[src/rtl/sipiso_alu_host.sv]
// Host side of a serial-in/parallel-in, serial-out ALU link: streams OP_A, loads OP_B,
// then collects the 4-bit serial result or gives up after TIMEOUT_CYC wait cycles.
//
// state  | meaning
// IDLE   | op_ready high, waiting for a request
// SEND_A | four cycles shifting captured op_a out on a, LSB first
// LOAD_B | one cycle presenting captured op_b with loadb
// WAIT_C | counting cycles until the ALU raises startc
// RECV_C | shifting result bits 1..3 into the shadow register
// DONE   | one cycle of res_valid, or of timeout when the wait expired
module sipiso_alu_host #(
  parameter int TIMEOUT_CYC = 64
) (
  input  logic       clk,
  input  logic       reset,
  input  logic       op_valid,
  output logic       op_ready,
  input  logic [3:0] op_a,
  input  logic [3:0] op_b,
  output logic       res_valid,
  output logic [3:0] res,
  output logic       timeout,
  output logic       starta,
  output logic       a,
  output logic       loadb,
  output logic [3:0] b,
  input  logic       startc,
  input  logic       c
);

  typedef enum logic [2:0] {IDLE, SEND_A, LOAD_B, WAIT_C, RECV_C, DONE} state_t;

  state_t     state, state_nxt;
  logic [1:0] bit_cnt, bit_cnt_nxt;
  logic [7:0] wait_cnt, wait_cnt_nxt;
  logic [3:0] shadow, shadow_nxt;
  logic [3:0] opa_q, opa_nxt;
  logic [3:0] opb_q, opb_nxt;
  logic [3:0] res_nxt;
  logic       tmo_q, tmo_nxt;

  logic       op_ready_nxt, res_valid_nxt, timeout_nxt;
  logic       starta_nxt, a_nxt, loadb_nxt;
  logic [3:0] b_nxt;

  always_ff @(posedge clk) begin
    if (!reset) begin
      state     <= IDLE;
      bit_cnt   <= 2'd0;
      wait_cnt  <= 8'd0;
      shadow    <= 4'd0;
      opa_q     <= 4'd0;
      opb_q     <= 4'd0;
      tmo_q     <= 1'b0;
      op_ready  <= 1'b1;
      res_valid <= 1'b0;
      res       <= 4'd0;
      timeout   <= 1'b0;
      starta    <= 1'b0;
      a         <= 1'b0;
      loadb     <= 1'b0;
      b         <= 4'd0;
    end else begin
      state     <= state_nxt;
      bit_cnt   <= bit_cnt_nxt;
      wait_cnt  <= wait_cnt_nxt;
      shadow    <= shadow_nxt;
      opa_q     <= opa_nxt;
      opb_q     <= opb_nxt;
      tmo_q     <= tmo_nxt;
      op_ready  <= op_ready_nxt;
      res_valid <= res_valid_nxt;
      res       <= res_nxt;
      timeout   <= timeout_nxt;
      starta    <= starta_nxt;
      a         <= a_nxt;
      loadb     <= loadb_nxt;
      b         <= b_nxt;
    end
  end

  always_comb begin
    state_nxt    = state;
    bit_cnt_nxt  = bit_cnt;
    wait_cnt_nxt = wait_cnt;
    shadow_nxt   = shadow;
    opa_nxt      = opa_q;
    opb_nxt      = opb_q;
    res_nxt      = res;
    tmo_nxt      = tmo_q;

    case (state)
      IDLE: begin
        if (op_valid) begin
          opa_nxt     = op_a;
          opb_nxt     = op_b;
          bit_cnt_nxt = 2'd0;
          state_nxt   = SEND_A;
        end
      end
      SEND_A: begin
        bit_cnt_nxt = bit_cnt + 2'd1;
        if (bit_cnt == 2'd3) state_nxt = LOAD_B;
      end
      LOAD_B: begin
        wait_cnt_nxt = 8'd0;
        state_nxt    = WAIT_C;
      end
      WAIT_C: begin
        wait_cnt_nxt = wait_cnt + 8'd1;
        // startc takes priority over an expiring wait in the same cycle
        if (startc) begin
          shadow_nxt  = {c, 3'b000};
          bit_cnt_nxt = 2'd1;
          state_nxt   = RECV_C;
        end else if (wait_cnt + 8'd1 == 8'(TIMEOUT_CYC)) begin
          tmo_nxt   = 1'b1;
          state_nxt = DONE;
        end
      end
      RECV_C: begin
        shadow_nxt  = {c, shadow[3:1]};
        bit_cnt_nxt = bit_cnt + 2'd1;
        if (bit_cnt == 2'd3) begin
          res_nxt     = {c, shadow[3:1]};
          tmo_nxt     = 1'b0;
          bit_cnt_nxt = 2'd0;
          state_nxt   = DONE;
        end
      end
      DONE: begin
        tmo_nxt   = 1'b0;
        state_nxt = IDLE;
      end
      default: state_nxt = IDLE;
    endcase

    // Outputs are registered from the next-state view so they align with the state they belong to.
    op_ready_nxt  = (state_nxt == IDLE);
    starta_nxt    = (state_nxt == SEND_A) && (state == IDLE);
    a_nxt         = (state_nxt == SEND_A) ? opa_nxt[bit_cnt_nxt] : 1'b0;
    loadb_nxt     = (state_nxt == LOAD_B);
    b_nxt         = (state_nxt == LOAD_B) ? opb_nxt : 4'd0;
    res_valid_nxt = (state_nxt == DONE) && !tmo_nxt;
    timeout_nxt   = (state_nxt == DONE) && tmo_nxt;
  end

endmodule

[config.mk]
export PLATFORM = sky130hd
export DESIGN_NAME = sipiso_alu_host
export DESIGN_NICKNAME = d
export VERILOG_FILES = /design/src/rtl/sipiso_alu_host.sv
export SDC_FILE = /design/constraint.sdc
export NUM_CORES = 1
export LEC_CHECK = 0
export CAP_MARGIN = 20
export CORE_MARGIN = 2
export CORE_UTILIZATION = 53
export DETAILED_ROUTE_END_ITERATION = 10
export GPL_TIMING_DRIVEN = 1
export PLACE_DENSITY = 0.82
export SLEW_MARGIN = 40
export SYNTH_ARGS = -nofsm -noshare
export SYNTH_HDL_FRONTEND = slang
export SYNTH_SLANG_ARGS = --single-unit
[constraint.sdc]
create_clock -name clk -period 2.1 [get_ports clk]
set_clock_uncertainty 0.1 [all_clocks]
set_input_delay 0.63 -clock clk [delete_from_list [all_inputs] [get_ports clk]]
set_output_delay 0.63 -clock clk [all_outputs]
set_load 0.01 [all_outputs]
==> results of run 1 <==
[cells by family (layout without fill, tap and decap cells)]
| logic type | after synthesis | in the layout | share of synthesized area |
|---|---|---|---|
| AND/OR/NAND/NOR | 77 | 77 | 0.2516 |
| multiplexers | 15 | 15 | 0.09009 |
| flip-flops | 39 | 39 | 0.4324 |
| adder cells (fa/ha/maj) | 2 | 2 | 0.01386 |
| buffers and inverters | 14 | 55 | 0.04851 |
| AO/OA/AOI/OAI | 38 | 38 | 0.1538 |
| XOR/XNOR | 2 | 2 | 0.009704 |
[through the flow]
step	total power (uW)	worst slack [ns]	hold slack, ns
after floorplan	858.7	0.2259	0.3563
after global routing	1367	0.0004468	0.4646
after detailed placement	920.3	-0.2572	0.3866
after CTS	1321	0.06516	0.4183
after global placement	913.9	-0.2320	0.3732
final	1317	0.1082	0.4111
[per-layer routing]
metal	vias up	share of wire	wire (um)
met5	-	0	0
met4	0	0.018	68
met3	6	0.037	140
met2	29	0.50	1920
met1	724	0.44	1691
li1	743	-	-
[layout make-up]
class / instances / area, sq um / area share
tap: 46 / 57.56 / 0.02537
multi-input combinational: 134 / 942.2 / 0.4153
timing repair buffer: 43 / 402.9 / 0.1776
clock inverter: 1 / 8.758 / 0.003861
sequential: 39 / 784.5 / 0.3458
inverter: 4 / 17.52 / 0.007722
clock buffer: 7 / 55.05 / 0.02427
[flip-flops by register name, indices dropped and copies added, names as in the netlist]
name and count:
opa_q 4, timeout 1, op_ready 1, state 3
opb_q 4, wait_cnt 8, shadow 3, res 4
tmo_q 1, loadb 1, starta 1, res_valid 1
b 4, a 1, bit_cnt 2
[final timing paths]
check | endpoint | slack (ns) | depth (start not counted)
min | b[1]$_SDFF_PN0_ | 0.41 | 2
max | a$_SDFF_PN0_ | 0.11 | 6
max reg2reg | a$_SDFF_PN0_ | 0.11 | 6
min reg2reg | b[1]$_SDFF_PN0_ | 0.41 | 2
[where the power goes]
part / switching [uW] / total (uW) / internal, uW
clock: 243 / 409 / 166
sequential: 12.4 / 770 / 758
combinational: 59.3 / 138 / 78.9
[cell usage in the layout (no fill, tap or decap), drive strengths merged, types with 2 or more instances in the layout]
cell / Yosys / layout
nor4: 2 / 2
a21boi: 4 / 4
nor2: 11 / 11
nand4: 2 / 2
and2: 5 / 5
a22oi: 2 / 2
nor3: 7 / 7
inv: 4 / 4
o21a: 2 / 2
nand3: 4 / 4
dfxtp: 39 / 39
a21o: 2 / 2
nor2b: 20 / 20
a21oi: 8 / 8
a211oi: 2 / 2
o21ai: 8 / 8
and4: 2 / 2
clkbuf: 4 / 7
mux2i: 14 / 14
ha: 2 / 2
buf: 6 / 17
nand2: 18 / 18
clkdlybuf4s50: 0 / 25
[worst min-delay path: cells and delay by family, from the launching register on]
kind | cells | cell delay (ns)
and+or+nand+nor | 1 | 0.08
muxes | 1 | 0.07
DFF | 1 | 0.33
[repair_timing]
action                     4_1_cts  5_1_grt
resized for setup                0        6
hold buffers                     0        0
setup endpoints to repair        0        6
==> qor.tcl, run 1 <==
set qor(status) {complete, no violations}
set qor(path_max_fanout) 4
set qor(cts.repair_timing.setup_buffer_count) 0
set qor(floorplan.die.height_um) 62.37
set qor(finalCritPeriodShare) 0.9485
set qor(worst-setup-path-type) {reg2reg}
set qor(postSynthRegisterBits) 39
set qor(clock_pin_slew_of_the_registers_on_the_worst_case_setup_and_hold_paths_ns) 0.11
set qor(max_freq_ghz) 0.5021
set qor(die_w_um) 62.37
set qor(critical_path.n_buffers_inverters) 0
set qor(tightest_slew_ns) 0.4329
set qor(gr-usage-met2) 0.3723
set qor(yosysUniqueCellTypes) 48
set qor(design_area_sq_um) 2268
set qor(drt_iter0_markers) 70
set qor(netlist_top_cells_count) {sky130_fd_sc_hd__dfxtp_1, sky130_fd_sc_hd__nor2b_1, sky130_fd_sc_hd__nand2_1, sky130_fd_sc_hd__mux2i_1, sky130_fd_sc_hd__nor2_1}
set qor(core.rowCount) 21
set qor(drt-vias-per-instance) 5.482
set qor(cp_top_family) {multiplexers}
set qor(worstSetupEndpointType) {register}
set qor(layoutNonFillerInstCount) 274
set qor(firstDrtPassIters) 4
set qor(detailed_place.area_sq_um) 2193
set qor(max_cap_violations) 0
set qor(critPathMaxStageDelay_ns) 0.54
set qor(insertedDiodeCount) 0
set qor(worst_setup_path_startpoint) {bit_cnt[0]$_SDFF_PN0_}
set qor(synth.top_cells.by_area) {sky130_fd_sc_hd__dfxtp_1, sky130_fd_sc_hd__mux2i_1, sky130_fd_sc_hd__nor2b_1}
set qor(synth_top_cell_by_area) {sky130_fd_sc_hd__dfxtp_1}
set qor(clock_insertion_delay_worst_skew_ns) 0.35
set qor(place_hpwl_um) 2774
set qor(cts_root_buf) {sky130_fd_sc_hd__clkbuf_4}
set qor(synth-warning-count) 0
set qor(flow.area_growth_from_synthesis_pct) 25.64
set qor(via_count_of_the_first_global_routing_pass) 1498
set qor(finalCoreUtilization) 0.6852
set qor(start_point_of_the_worst_hold_path) {opb_q[1]$_SDFF_PN0_}
set qor(p_leak_uw) 0.0008481
set qor(finalWirelength_um) 3821
set qor(synth_flop_cell) {sky130_fd_sc_hd__dfxtp_1}
set qor(grtUsageMet3) 0.05435
set qor(clock_sink_count) 39
set qor(portBuffers) 26
set qor(num-nets-final) 242
set qor(synthesis.nets) 202
set qor(critical-path-slowest-cell) {sky130_fd_sc_hd__mux4_2}
set qor(initial_core_util) 0.5454
set qor(grt_util_all_layers) 0.2181
set qor(post_drt_wl_per_cell_um) 13.95
set qor(grt_first_pass_wirelength_um) 6762
set qor(worst-endpoint-arrival_ns) 2.19
set qor(crit_path_cell_trace) {ha_2 > nor2_2 > mux2i_1 > o311ai_2 > mux4_2 > nor2_1}
set qor(global_route.peak_usage_layer) {met2}
set qor(number_of_placed_cells_counting_well_taps) 266
set qor(final.min_clock_period_ns) 1.992
set qor(drcViolationCount) 0
set qor(fp.coreArea_sq_um) 3311
set qor(postSynth.asyncResetShare) 0
set qor(timing.slew.headroom) 0.7093
set qor(setup_viol_count_final) 0
set qor(gr-total-overflow) 0
set qor(finalSetupTns_ns) 0
set qor(tritoncts.num_buffers) 5
set qor(number_of_top_level_pins) 27
set qor(drt.antenna.violating_nets) 0
set qor(finalWeightedCongestion) 0.8603
set qor(synthesis.area_sq_um) 1805
set qor(critical_path_required_ns) 2.29
set qor(yosysTopAreaCellShare) 0.4324
set qor(post_synth.cell_area_avg_sq_um) 9.655
set qor(max-vdd-ir-drop_v) 0.0003684
set qor(routed-via-count) 1502
set qor(synthMostInstantiatedCell) {sky130_fd_sc_hd__dfxtp_1}
set qor(antenna_violations_before_repair) 0
set qor(fillCellCount) 269
set qor(critical_path.reg2reg.startpoint) {bit_cnt[0]$_SDFF_PN0_}
set qor(power.density_cell_area_nw_per_um2) 580.5
set qor(met1_usage) 0.2667
set qor(synth_edf_count) 0
set qor(hold_wc_path_type) {reg2reg}
set qor(synthesis.instances) 187
set qor(floorplan.die_area_sq_um) 3889
set qor(ys_seq_area_frac) 0.4324
set qor(final-hold-violation-count) 0
set qor(slew_violations) 0
set qor(worst_setup_sp_type) {register}
set qor(htreeDepth) 2
set qor(clockBufferDepth) 2
set qor(grt_setup_unrepaired) {no}
set qor(cts_tree) {built}
set qor(pin_count_of_the_biggest_net_entering_global_routing) 18
set qor(drive_gt1_frac) 0.1711
Power figures use the tool's default switching activity.
==> inputs of run 2 (changes only) <==
--- a/config.mk
+++ b/config.mk
@@ -11,7 +11,6 @@
 export DETAILED_ROUTE_END_ITERATION = 10
 export GPL_TIMING_DRIVEN = 1
 export PLACE_DENSITY = 0.82
-export SLEW_MARGIN = 40
 export SYNTH_ARGS = -nofsm -noshare
 export SYNTH_HDL_FRONTEND = slang
 export SYNTH_SLANG_ARGS = --single-unit
==> results of run 2 <==
Final layout, timing and power as in run 1 (identical DEF).
